===== src/rtl/ov7670_pkg.sv =====
// Shared RGB565 field layout, luma weights and byte-pairing state for the pixel packer.
package ov7670_pkg;

  localparam int unsigned RGB_R_MSB = 15;
  localparam int unsigned RGB_R_LSB = 11;
  localparam int unsigned RGB_G_MSB = 10;
  localparam int unsigned RGB_G_LSB = 5;
  localparam int unsigned RGB_B_MSB = 4;
  localparam int unsigned RGB_B_LSB = 0;

  localparam logic [7:0] LUMA_W_R = 8'd77;
  localparam logic [7:0] LUMA_W_G = 8'd150;
  localparam logic [7:0] LUMA_W_B = 8'd29;

  typedef enum logic {
    IDLE    = 1'b0,
    HAVE_HI = 1'b1
  } pair_state_t;

  // Expand each field to 8 bits by replicating its MSBs, then weight-sum; weights total 256.
  function automatic logic [7:0] rgb565_luma(input logic [15:0] rgb);
    logic [4:0]  r5;
    logic [5:0]  g6;
    logic [4:0]  b5;
    logic [7:0]  r8;
    logic [7:0]  g8;
    logic [7:0]  b8;
    logic [15:0] acc;
    r5  = rgb[RGB_R_MSB:RGB_R_LSB];
    g6  = rgb[RGB_G_MSB:RGB_G_LSB];
    b5  = rgb[RGB_B_MSB:RGB_B_LSB];
    r8  = {r5, r5[4:2]};
    g8  = {g6, g6[5:4]};
    b8  = {b5, b5[4:2]};
    acc = 16'(r8) * 16'(LUMA_W_R) + 16'(g8) * 16'(LUMA_W_G) + 16'(b8) * 16'(LUMA_W_B);
    return acc[15:8];
  endfunction

endpackage


===== src/rtl/ov7670_pix_fifo.sv =====
// Synchronous first-word-fall-through FIFO; a push while full is accepted only alongside a pop.
module ov7670_pix_fifo #(
  parameter int unsigned DATA_W = 8,
  parameter int unsigned DEPTH  = 4
) (
  input  logic              clk_i,
  input  logic              rst_i,
  input  logic              push_i,
  input  logic [DATA_W-1:0] push_data_i,
  input  logic              pop_i,
  output logic [DATA_W-1:0] pop_data_o,
  output logic              empty_o,
  output logic              full_o
);

  localparam int unsigned PTR_W = (DEPTH > 1) ? $clog2(DEPTH) : 1;
  localparam int unsigned CNT_W = $clog2(DEPTH + 1);

  logic [DATA_W-1:0] mem_q [DEPTH];
  logic [PTR_W-1:0]  wr_ptr_q;
  logic [PTR_W-1:0]  rd_ptr_q;
  logic [CNT_W-1:0]  count_q;
  logic              wr_en;
  logic              rd_en;

  assign empty_o    = (count_q == '0);
  assign full_o     = (count_q == CNT_W'(DEPTH));
  assign rd_en      = pop_i && !empty_o;
  assign wr_en      = push_i && (!full_o || rd_en);
  assign pop_data_o = empty_o ? '0 : mem_q[rd_ptr_q];

  // Storage array; contents are don't-care until counted in.
  always_ff @(posedge clk_i) begin
    if (wr_en) begin
      mem_q[wr_ptr_q] <= push_data_i;
    end
  end

  // Pointer and occupancy tracking; pointers wrap naturally at the power-of-2 depth.
  always_ff @(posedge clk_i) begin
    if (rst_i) begin
      wr_ptr_q <= '0;
      rd_ptr_q <= '0;
      count_q  <= '0;
    end else begin
      if (wr_en) begin
        wr_ptr_q <= wr_ptr_q + PTR_W'(1);
      end
      if (rd_en) begin
        rd_ptr_q <= rd_ptr_q + PTR_W'(1);
      end
      unique case ({wr_en, rd_en})
        2'b10:   count_q <= count_q + CNT_W'(1);
        2'b01:   count_q <= count_q - CNT_W'(1);
        default: count_q <= count_q;
      endcase
    end
  end

endmodule


===== src/rtl/ov7670_pixel_packer.sv =====
// Pairs capture-stage bytes into RGB565 pixels, adds luma and frame tags, and buffers them
// on a valid/ready stream with sticky pairing and overflow flags.
module ov7670_pixel_packer
  import ov7670_pkg::*;
#(
  parameter int unsigned WIDTH      = 160,
  parameter int unsigned HEIGHT     = 120,
  parameter int unsigned ADDR_W     = 16,
  parameter int unsigned FIFO_DEPTH = 4
) (
  input  logic              pclk_24,
  input  logic              reset,
  input  logic              in_valid,
  input  logic [ADDR_W-1:0] in_addr,
  input  logic [7:0]        in_data,
  input  logic              clr_flags,
  output logic              pix_valid,
  input  logic              pix_ready,
  output logic [15:0]       pix_rgb,
  output logic [7:0]        pix_gray,
  output logic [ADDR_W-2:0] pix_index,
  output logic              pix_sof,
  output logic              pix_eol,
  output logic              sync_err,
  output logic              overflow
);

  localparam int unsigned IDX_W   = ADDR_W - 1;
  localparam int unsigned ENTRY_W = 16 + 8 + IDX_W + 2;

  pair_state_t       state_q;
  logic [7:0]        hi_data_q;
  logic [ADDR_W-1:0] hi_addr_q;
  logic              s1_valid_q;
  logic [15:0]       s1_rgb_q;
  logic [IDX_W-1:0]  s1_index_q;
  logic              sync_err_q;
  logic              sync_err_d;
  logic              overflow_q;
  logic              overflow_d;

  logic              lo_matches;
  logic              pair_err;
  logic              drop;
  logic [31:0]       s1_col;
  logic              s1_sof;
  logic              s1_eol;
  logic [7:0]        s1_gray;
  logic [ENTRY_W-1:0] fifo_wr_data;
  logic [ENTRY_W-1:0] fifo_rd_data;
  logic              fifo_empty;
  logic              fifo_full;
  logic              fifo_pop;
  logic              unused_height;

  assign unused_height = (HEIGHT != 0);

  assign lo_matches = (in_addr == (hi_addr_q + ADDR_W'(1)));
  assign pair_err   = in_valid && ((state_q == IDLE) ? in_addr[0]
                                                     : (!in_addr[0] || !lo_matches));

  // Pairing FSM; a matched low byte loads stage 1 with the assembled pixel.
  always_ff @(posedge pclk_24) begin
    if (reset) begin
      state_q    <= IDLE;
      hi_data_q  <= '0;
      hi_addr_q  <= '0;
      s1_valid_q <= 1'b0;
      s1_rgb_q   <= '0;
      s1_index_q <= '0;
    end else begin
      s1_valid_q <= 1'b0;
      if (in_valid) begin
        unique case (state_q)
          IDLE: begin
            if (!in_addr[0]) begin
              hi_data_q <= in_data;
              hi_addr_q <= in_addr;
              state_q   <= HAVE_HI;
            end
          end
          HAVE_HI: begin
            if (in_addr[0]) begin
              if (lo_matches) begin
                s1_valid_q <= 1'b1;
                s1_rgb_q   <= {hi_data_q, in_data};
                s1_index_q <= in_addr[ADDR_W-1:1];
              end
              state_q <= IDLE;
            end else begin
              hi_data_q <= in_data;
              hi_addr_q <= in_addr;
            end
          end
          default: state_q <= IDLE;
        endcase
      end
    end
  end

  // Stage 2 is the FIFO write itself, which keeps first-pixel latency at two cycles.
  assign s1_col       = 32'(s1_index_q) % WIDTH;
  assign s1_sof       = (s1_index_q == '0);
  assign s1_eol       = (s1_col == (WIDTH - 1));
  assign s1_gray      = rgb565_luma(s1_rgb_q);
  assign fifo_wr_data = {s1_rgb_q, s1_gray, s1_index_q, s1_sof, s1_eol};
  assign fifo_pop     = pix_valid && pix_ready;
  assign drop         = s1_valid_q && fifo_full && !pix_ready;

  ov7670_pix_fifo #(
    .DATA_W (ENTRY_W),
    .DEPTH  (FIFO_DEPTH)
  ) u_fifo (
    .clk_i       (pclk_24),
    .rst_i       (reset),
    .push_i      (s1_valid_q),
    .push_data_i (fifo_wr_data),
    .pop_i       (fifo_pop),
    .pop_data_o  (fifo_rd_data),
    .empty_o     (fifo_empty),
    .full_o      (fifo_full)
  );

  assign pix_valid = !fifo_empty;
  assign {pix_rgb, pix_gray, pix_index, pix_sof, pix_eol} = fifo_rd_data;

  // Sticky flags; a fresh error outranks a simultaneous clear.
  always_comb begin
    sync_err_d = pair_err || (sync_err_q && !clr_flags);
    overflow_d = drop || (overflow_q && !clr_flags);
  end

  // Flag registers.
  always_ff @(posedge pclk_24) begin
    if (reset) begin
      sync_err_q <= 1'b0;
      overflow_q <= 1'b0;
    end else begin
      sync_err_q <= sync_err_d;
      overflow_q <= overflow_d;
    end
  end

  assign sync_err = sync_err_q;
  assign overflow = overflow_q;

endmodule


===== config.mk =====
export PLATFORM = sky130hd
export DESIGN_NAME = ov7670_pixel_packer
export DESIGN_NICKNAME = d
export VERILOG_FILES = /design/src/rtl/ov7670_pkg.sv /design/src/rtl/ov7670_pix_fifo.sv /design/src/rtl/ov7670_pixel_packer.sv
export SDC_FILE = /design/constraint.sdc
export NUM_CORES = 1
export LEC_CHECK = 0
export CAP_MARGIN = 20
export CELL_PAD_IN_SITES_DETAIL_PLACEMENT = 1
export CELL_PAD_IN_SITES_GLOBAL_PLACEMENT = 1
export CORE_MARGIN = 2
export CORE_UTILIZATION = 50
export DETAILED_ROUTE_END_ITERATION = 10
export PLACE_DENSITY = 0.85
export SETUP_SLACK_MARGIN = 0.02
export SKIP_LAST_GASP = 1
export SLEW_MARGIN = 20
export SYNTH_ARGS = -nofsm -noshare
export SYNTH_HDL_FRONTEND = slang
export SYNTH_SLANG_ARGS = --single-unit

===== constraint.sdc =====
create_clock -name pclk_24 -period 9.6 [get_ports pclk_24]
set_clock_uncertainty 0.1 [all_clocks]
set_input_delay 1.44 -clock pclk_24 [delete_from_list [all_inputs] [get_ports pclk_24]]
set_output_delay 1.44 -clock pclk_24 [all_outputs]
set_load 0.005 [all_outputs]

== Yosys cells after proc, flatten, opt, wreduce, memory -nomap -nowiden ==
Memories as Yosys holds them, arrays and structs flattened. A register that Yosys moved wholly into a read port is not among the register bits.
Cells that the tools add are included.
Widths: inputs -> output; s select.

* Equal/unequal tests: 5
* $mul: 3
* Div/mod/pow operators: 1
* Bitwise logic cells: 3
* $add $sub $neg: 7
* $lt $le $gt $ge: 0
* Reduce and logical (&&, ||, !) cells: 24
* Shifts and indexed selects: 0
* Multiplexer cells: 11

{| class="wikitable"
|+ Operators with widths
! operator !! count
|-
| $mux 41 || 1
|-
| $eq 32x8->1 const B || 1
|-
| $mod 15x8->32 const B || 1
|-
| $mul 8x7->15 const B || 2
|-
| $add 15x16->16 || 1
|-
| $add 16x1->16 const B || 1
|-
| $add 16x13->16 || 1
|-
| $eq 16x16->1 || 1
|-
| $mux 16 || 1
|-
| $logic_not 15->1 || 1
|-
| $mul 8x5->13 const B || 1
|-
| $logic_and 1x1->1 || 8
|-
| $mux 8 || 1
|-
| $logic_not 1->1 || 6
|-
| $pmux 3 s2 || 1
|-
| $mux 1 || 5
|-
| $add 2x1->2 const B || 2
|-
| $logic_or 1x1->1 || 4
|-
| $mux 2 || 2
|-
| $reduce_and 4->1 || 1
|-
| $reduce_or 4->1 || 1
|-
| $add 3x1->3 const B || 1
|-
| $eq 3x3->1 const B || 1
|-
| $logic_not 3->1 || 1
|-
| 6 further kinds || 8
|}

* Register bits: 66
* Output and inout bits: 44
* Memories kept: 1
* Word-level logic and storage cells: 66
* ROM bits: 0
* Bits in writable memories: 164
* Latch bits: 0
* Input bits: 29

{| class="wikitable"
|+ Memories
! name !! depth !! width !! rd ports !! clocked after memory_dff !! wr ports !! line !! text
|-
| u_fifo.mem_q || 4 || 41 || 1 || 1 || 1 || ov7670_pix_fifo.sv:19 || <nowiki>logic [DATA_W-1:0] mem_q [DEPTH];</nowiki>
|}

== Depth between registers and ports, before layout ==
Gate-level depths: netlist of the first run.

* Depth in word-level cells: 8
* Gate-level depth with buffers: 26
* Mapped depth without buffers: 26

== Cells and area by module ==
From an unflattened synthesis of the first run, not the netlist that was laid out.

* Cell total of the unflattened synthesis: 1195
* Area total of the unflattened synthesis: 14024.7 um2

{| class="wikitable"
|+ By module, submodules not included
! module !! area an instance (um2) !! instances !! cells each
|-
| ov7670_pixel_packer || 7176.9 || 1 || 867
|-
| ov7670_pix_fifo || 6847.8 || 1 || 328
|}

== Worst setup path before layout of the first run ==
OpenSTA, ideal clock, no wires.

* Path type: reg-to-reg
* From: register s1_rgb_q[9]
* To: memory u_fifo.mem_q[0][24] (netlist bit) (data pin)
* Cell stages (with the launch flop): 25
* Library setup time: 0.274 ns
* Arrival time: 6.302 ns
* Setup slack: 2.924 ns
* Period minus slack after synthesis: 6.676 ns
* Cells stage by stage: dfxtp_1 > ha_1 > ha_1 > inv_1 > fa_1 > fa_1 > inv_1 > ha_1 > xnor2_1 > fa_1 > inv_1 > fa_1 > fa_1 > inv_1 > fa_1 > ha_1 > nor2b_1 > o21a_1 > o21a_1 > o21a_1 > o21a_1 > o21a_1 > o21a_1 > nor2_1 > xnor2_1

* Longest elaborated chain between the ends: 3

{| class="wikitable"
|+ RTL lines
! what !! line !! text
|-
| start: declaration || ov7670_pixel_packer.sv:35 || <nowiki>logic [15:0] s1_rgb_q;</nowiki>
|-
| start signal: assignment || ov7670_pixel_packer.sv:86 || <nowiki>s1_rgb_q <= {hi_data_q, in_data};</nowiki>
|-
| $mul 8x7->15 || ov7670_pkg.sv:35 || <nowiki>acc = 16'(r8) * 16'(LUMA_W_R) + 16'(g8) * 16'(LUMA_W_G) + 16'(b8) * 16'(LUMA_W_B);</nowiki>
|-
| $add 15x16->16 || ov7670_pkg.sv:35 ||
|-
| $add 16x13->16 || ov7670_pkg.sv:35 ||
|-
| net fifo_wr_data[24] || ov7670_pixel_packer.sv:49 || <nowiki>logic [ENTRY_W-1:0] fifo_wr_data;</nowiki>
|-
| end: declaration || ov7670_pix_fifo.sv:19 ||
|}

The timed path passes the listed nets, and every way through them passes these cells.

== Worst setup path in the final report of the first run ==
* From: register s1_rgb_q[9]
* To: memory u_fifo.mem_q[3][24] (netlist bit) (data pin)

The elaborated chain is that of the path after synthesis.

==> key figures, run 1 <==
Drt
  • DR vias: slightly above 9,000
  • Final antenna-violating net count: 0
  • Vias per cell: 5.96
  • Initial DRT Pass Iterations: 5
  • Routed length per instance: about 23 um
  • Initial DRC Count: 699
  • Drc violations: 0
  • Total routed wirelength: between 30,000 and 40,000 um

Final layout
  • Fill cells: between 2,000 and 3,000
  • Area Overhead vs Synth: 13.2%
  • Commonest non-fill, non-tap cell in the layout: edfxtp_1
  • Layout cells sized above 1: between 10% and 20%
  • Reg area: ~6300 um^2
  • Non-filler cells, final: 1,548
  • Antenna diodes: 0
  • Fin nets: around 1,400
  • Commonest non-fill, non-tap cells in the layout: edfxtp_1, inv_1, ha_1, nor2_1, clkdlybuf4s50_1
  • Multi-input gate area: between 6000 and 7000 um^2

Floorplan
  • Starting Density: between 50 and 60%
  • Die X: around 170 um
  • Top-Level Pins: 73
  • Die Y: approximately 170 um
  • Cell Rows: 60
  • Die footprint: ~29,000 um^2
  • Core Region: between 20,000 and 30,000 um^2

Critical path
  • WP data required: 9.81 ns
  • RR Startpoint: s1_rgb_q[9]
  • WP data arrival: roughly 7.6 ns
  • Crit path capture type: flip-flop
  • R2r endpoint: u_fifo.mem_q[3][24]
  • Crit-path max FO: 13
  • CP max stage delay: 0.67 ns
  • Reg2reg path depth: 24
  • WP buf/inv: 4
  • CP max-delay cell: dfxtp_1
  • Worst path depth: 24
  • Startpoint class of the critical path: flip-flop
  • Worst setup startpoint: s1_rgb_q[9]
  • Reg2Reg Setup Slack: about 2.2 ns
  • Crit path capture: u_fifo.mem_q[3][24]
  • Crit path cell chain: ha_1 > ha_1 > inv_1 > fa_1 > fa_1 > inv_1 > ha_1 > xnor2_1 > fa_1 > inv_1 > fa_1 > fa_1 > inv_1 > fa_1 > ha_1 > nor2b_1 > o21a_1 > o21a_1 > o21a_1 > o21a_1 > o21a_1 > o21a_1 > nor2_1 > xnor2_1
  • Crit path kind: reg -> reg
  • Worst path top cell family by delay: adder cells

Clock tree
  • # hold bufs at CTS: 0
  • Number of CTS-inserted buffers: 24
  • Post-CTS Resized: 0
  • CTS Sinks: around 230
  • Clock transition at path regs: about 0.060 ns
  • Latest clock arrival within the worst-skew pair: 0.52 ns
  • CTS tree: yes
  • Root buf cell: clkbuf_16
  • Setup repair bufs after CTS: 0
  • H-tree levels: 1
  • Clk buf depth: 3

Global routing
  • Total global routing overflow: 0
  • First-pass GRT wire length: between 50,000 and 60,000 um
  • Vias in the first global route: ~10,000
  • Initial antenna violation count: 0
  • Largest net degree at the start of global routing: 67
  • GR Util All Layers: 25.3%

Power
  • Leak: ~6.2 nW
  • Tot Pwr: between 0.002 and 0.0025 W
  • P per Cell Area: about 130 nW/um^2
  • Worst vdd ir: around 140 uV

Logic synthesis
  • Yosys cell types: between 90 and 100
  • Syn_area_per_cell: 12.1 um^2
  • Synth Register Bits: roughly 230
  • Post-Synthesis Net Count: 1,302
  • Ys Warns: 0
  • Synth async-reset ratio: 0%
  • Mapped Cells: ~1,100
  • Register area share after synthesis: between 40% and 50%
  • Cell Area, Synth: ~14,000 um^2
  • Post-synth EDFFs: 164
  • Synth Flop Type: edfxtp_1

Placed design
  • Detailed Place HPWL: 24,200 um
  • Placed insts: roughly 1,500
  • Final Wtd Congestion: between 0.8 and 0.9
  • IO buf count: approximately 70

Outcome
  • Status: complete, no violations

Timing
  • Worst Tran Pin Value: between 1 and 1.5 ns
  • Slew margin rel.: 26.5%
  • Setup_tns: 0 ns
  • Endpoints failing hold: 0
  • Slew Limit Fails: 0
  • Post-route minimum period: around 7.4 ns
  • Fmax: 135 MHz
  • Final Cycle Share: between 70% and 80%
  • Final Setup Violations: 0
  • RSZ-0062 raised after global routing: false

Job
  • # Max-Cap Violations: 0

Hold path
  • Hold Path Class: reg -> reg
  • HP Start: hi_addr_q[7]
## power breakdown
| part | internal [W] | total, W | switching, W | leakage, nW |
|---|---|---|---|---|
| clock | 0.000556 | 0.000941 | 0.000384 | 0.381 |
| sequential | 0.00106 | 0.00106 | 0.00000317 | 1.88 |
| combinational | 0.0000183 | 0.0000394 | 0.0000210 | 3.94 |
## cell usage after synthesis, types with 4 or more instances
cell        n  area, um^2
buf_2       7        35.0
buf_1       7        26.3
o31ai_1     7        52.6
o21ai_0    15        75.1
and3_1      5        31.3
nand4_1     8        50.1
clkbuf_1   29         109
inv_1     121         454
nand2_1    69         259
a21oi_1    49         245
nor2b_1     8        50.1
edfxtp_1  164        4920
a21o_1      9        67.6
nor2_1     71         267
o211ai_1    6        45.0
mux2i_1    35         350
o22ai_1     4        25.0
nor3_1     16        80.1
ha_1       89        1110
o21ai_1     7        35.0
nand2b_1    9        56.3
nand3_1    15        75.1
a31oi_1     8        50.1
and2_1     49         307
dfxtp_1    67        1340
xnor2_1    31         272
fa_1       55        1100
mux4_2     41         923
buf_6       4        45.0
xor2_1      8        70.1
o21a_1     10        75.1
a21oi_2     5        43.8
## final cells by class
cell class                      count  area share (%)
Tap cell                          341            2.76
Clock inverter                     12           0.892
Clock buffer                       31            4.20
Sequential cell                   231            40.6
Timing Repair Buffer               83            5.17
Inverter                          123            2.99
Multi-Input combinational cell    727            43.4
## tightest hold or removal path: cells and delay by family (launching register included)
kind	cells	cell delay, ns
and+or+nand+nor	1	0.05
DFF	1	0.32
AOI/OAI and AO/OA	1	0.05
## how the worst min path moves through the flow
stage | endpoint | depth (start not counted)
4_1_cts | hi_addr_q[1] | 2
3_5_place_dp | hi_data_q[7] | 2
3_3_place_gp | hi_data_q[6] | 2
6_report | hi_addr_q[7] | 2
2_1_floorplan | hi_data_q[0] | 2
5_1_grt | hi_data_q[3] | 2
## cell families after synthesis
kind of cell	after synthesis	share of synthesized area [%]
adders and majority gates	146	16.4
DFF	231	46.0
xor gates and xnor gates	39	2.51
and+or+nand+nor	286	11.0
buffers and inverters	171	5.02
muxes	78	9.51
AOI/OAI and AO/OA	178	9.57
## layer usage
metal	GRT usage, %	share of wire, %	routed length, um	up-vias
met1	32.9	43	15000	4708
met3	2.94	3.9	1370	88
met4	8.36	3.4	1180	0
met2	44.2	50	17400	249
met5	0	0	0	-
li1	-	-	-	4180
## stage by stage
stage	worst slack, ns	utilization, %	hold slack, ns	cell area, um^2
after floorplan	2.92	-	0.336	13600
after global placement	2.65	54.5	0.343	14600
after detailed placement	2.35	54.5	0.354	14600
after CTS	2.17	57.4	0.370	15400
after global routing	1.84	57.4	0.383	15400
final	2.20	57.4	0.368	15400
## registers in the layout, indices dropped and copies added (netlist names), 2 cells and up, named ones only
| signal | cells |
|---|---|
| hi_addr_q | 15 |
| u_fifo.rd_ptr_q | 2 |
| s1_index_q | 15 |
| hi_data_q | 8 |
| s1_rgb_q | 16 |
| u_fifo.count_q | 3 |
| u_fifo.mem_q | 164 |
| u_fifo.wr_ptr_q | 2 |
(Power assumes the default switching activity.)
==> run 2, diff against run 1 <==
CORE_UTILIZATION = 45   (was 50)
PLACE_DENSITY = 0.81   (was 0.85)
clock period = 6 ns   (was 9.6 ns; I/O delays follow)
==> key figures, run 2 (same netlist as run 1, synthesis figures left out) <==
Timing
  • Worst Tran Pin Value: 1.12 ns (was 1.10 ns)
  • Fmax: 152 MHz (was 135 MHz)
  • Final Setup Violations: 16 (was 0)
  • Post-route minimum period: 6.58 ns (was 7.40 ns)
  • Slew margin rel.: 25.1% (was 26.5%)
  • Min Hold Slack: 0.364 ns (was 0.368 ns)
  • Setup_tns: -5.58 ns (was 0 ns)
  • Slew Limit Fails: 0 (unchanged)
  • Setup slack after layout: -0.583 ns (was 2.20 ns)
  • RSZ-0062 raised after global routing: true (was false)
  • Final Cycle Share: 110% (was 77.1%)
  • Endpoints failing hold: 0 (unchanged)

Final layout
  • Final core occ: 54.9% (was 57.4%)
  • Reg area: 6280 um^2 (was 6270 um^2)
  • Antenna diodes: 0 (unchanged)
  • Area Overhead vs Synth: 19.6% (was 13.2%)
  • Top reg by flops: u_fifo.mem_q (unchanged)
  • Commonest non-fill, non-tap cells in the layout: edfxtp_1, inv_1, ha_1, clkdlybuf4s50_1, nand2_1 (was edfxtp_1, inv_1, ha_1, nor2_1, clkdlybuf4s50_1)
  • Layout cells sized above 1: 18.9% (was 11.2%)
  • Largest registers: u_fifo.mem_q (164), s1_rgb_q (16) (unchanged)
  • Fill cells: 2,996 (was 2,756)
  • Commonest non-fill, non-tap cell in the layout: edfxtp_1 (unchanged)
  • Max reg flops: 164 (unchanged)
  • Non-filler cells, final: 1,652 (was 1,548)
  • Fin nets: 1,416 (was 1,363)
  • Multi-input gate area: 7010 um^2 (was 6690 um^2)

Global routing
  • Total global routing overflow: 0 (unchanged)
  • Vias in the first global route: 10,500 (was 10,100)
  • First-pass GRT wire length: 57,800 um (was 56,100 um)
  • Initial antenna violation count: 0 (unchanged)
  • Largest net degree at the start of global routing: 67 (unchanged)
  • GR Util All Layers: 23.7% (was 25.3%)

Critical path
  • CP max stage delay: 0.54 ns (was 0.67 ns)
  • Startpoint class of the critical path: flip-flop (unchanged)
  • Crit path kind: reg -> reg (unchanged)
  • WP data required: 6.13 ns (was 9.81 ns)
  • Crit-path max FO: 4 (was 13)
  • WP buf/inv: 4 (unchanged)
  • Worst path top cell family by delay: adder cells (unchanged)
  • Crit path capture type: flip-flop (unchanged)
  • Crit path cell chain: ha_4 > ha_4 > inv_2 > fa_1 > fa_1 > inv_2 > ha_4 > xnor2_2 > fa_1 > inv_1 > fa_1 > fa_1 > inv_2 > fa_1 > ha_4 > nor2b_4 > o21a_1 > o21a_1 > o21a_1 > o21a_1 > o21a_1 > o21a_1 > nor2_4 > xnor2_4 (was ha_1 > ha_1 > inv_1 > fa_1 > fa_1 > inv_1 > ha_1 > xnor2_1 > fa_1 > inv_1 > fa_1 > fa_1 > inv_1 > fa_1 > ha_1 > nor2b_1 > o21a_1 > o21a_1 > o21a_1 > o21a_1 > o21a_1 > o21a_1 > nor2_1 > xnor2_1)
  • CP max-delay cell: fa_1 (was dfxtp_1)
  • WP data arrival: 6.71 ns (was 7.61 ns)

Floorplan
  • Core Region: 29,700 um^2 (was 26,900 um^2)
  • Top-Level Pins: 73 (unchanged)
  • Die X: 178 um (was 169 um)
  • Die Y: 178 um (was 169 um)
  • Starting Density: 45.9% (was 50.7%)
  • Cell Rows: 63 (was 60)
  • Die footprint: 31,700 um^2 (was 28,600 um^2)

Power
  • Worst vdd ir: 196 uV (was 136 uV)
  • P per Cell Area: 209 nW/um^2 (was 132 nW/um^2)
  • Leak: 6.56 nW (was 6.19 nW)

Drt
  • Total routed wirelength: 36,500 um (was 35,000 um)
  • Initial DRC Count: 524 (was 699)
  • Final antenna-violating net count: 0 (unchanged)
  • Routed length per instance: 22.1 um (was 22.6 um)
  • DR vias: 9,438 (was 9,225)
  • Initial DRT Pass Iterations: 5 (unchanged)
  • Drc violations: 0 (unchanged)
  • Vias per cell: 5.71 (was 5.96)

Clock tree
  • H-tree levels: 1 (unchanged)
  • # hold bufs at CTS: 0 (unchanged)
  • CTS tree: yes (unchanged)
  • Clk buf depth: 3 (unchanged)
  • CTS Sinks: 231 (unchanged)
  • Clock transition at path regs: 0.07 ns (was 0.06 ns)
  • Number of CTS-inserted buffers: 25 (was 24)
  • Root buf cell: clkbuf_16 (unchanged)
  • Latest clock arrival within the worst-skew pair: 0.53 ns (was 0.52 ns)

Placed design
  • Detailed Place HPWL: 24,700 um (was 24,200 um)
  • IO buf count: 72 (unchanged)
  • Pre-CTS setup slack: -0.760 ns (was 2.35 ns)
  • Final Wtd Congestion: 0.851 (was 0.866)
  • Placed insts: 1,603 (was 1,505)

Outcome
  • Failing checks: negative setup slack
  • Status: complete, but fails checks (was complete, no violations)

Job
  • # Max-Cap Violations: 0 (unchanged)

Hold path
  • Hold Path Class: reg -> reg (unchanged)
==> run 2: changes by cell type in the layout (fill, tap and decap cells not counted), moves of 6 or more <==
cell,delta
ha_1,-8
nor3_1,-6
nor2_1,-7
nor2_4,+6
ha_4,+8
buf_4,+52
==> run 2: per-layer routing <==
layer	up-vias	GRT usage (%)	wire (um)
met3	56	2.88	1310
met1	4849	30.3	15600
met5	-	0	0
met4	0	5.87	800
met2	230	42.9	18800
li1	4303	-	-
==> run 2: layout make-up <==
class	instances	area share, %
inverter	123	2.83
clock buffer	26	3.86
tap	390	2.99
multi-input combinational	727	43.0
clock inverter	20	1.50
sequential	231	38.5
timing repair buffer	135	7.29
==> run 2: power breakdown <==
group / switching [W] / leakage [nW] / internal, W
Sequential: 0.00000575 / 1.88 / 0.00169
Combinational: 0.0000350 / 4.25 / 0.0000293
Clock: 0.000657 / 0.434 / 0.000984
Total: 0.000697 / 6.56 / 0.00271
==> run 2: path summary, 6_finish.rpt <==
kind              slack, ns    startpoint                   to  depth (start not counted)
setup reg to reg      -0.58   s1_rgb_q[9]  u_fifo.mem_q[3][24]                         24
setup / recovery      -0.58   s1_rgb_q[9]  u_fifo.mem_q[3][24]                         24
hold reg to reg        0.36  hi_data_q[0]         hi_data_q[0]                          2
hold / removal         0.36  hi_data_q[0]         hi_data_q[0]                          2
==> run 2: what timing repair did <==
item / in CTS / in global routing
buffers inserted: 8 / 4
setup endpoints to repair: 24 / 32
pin swaps: 21 / 14
gates resized for setup: 32 / 19
==> run 2: tightest hold or removal path, cell delays in order (launching register included) <==
cell     delay, ns
dfxtp_1       0.31
nand2_1       0.05
a21oi_1       0.06
==> run 2: metrics by stage <==
stage	total power [W]	cell area (um^2)
after floorplan	0.00176	13700
final	0.00340	16300
after global routing	0.00348	16300
after global placement	0.00179	15200
after CTS	0.00342	16200
after detailed placement	0.00180	15200
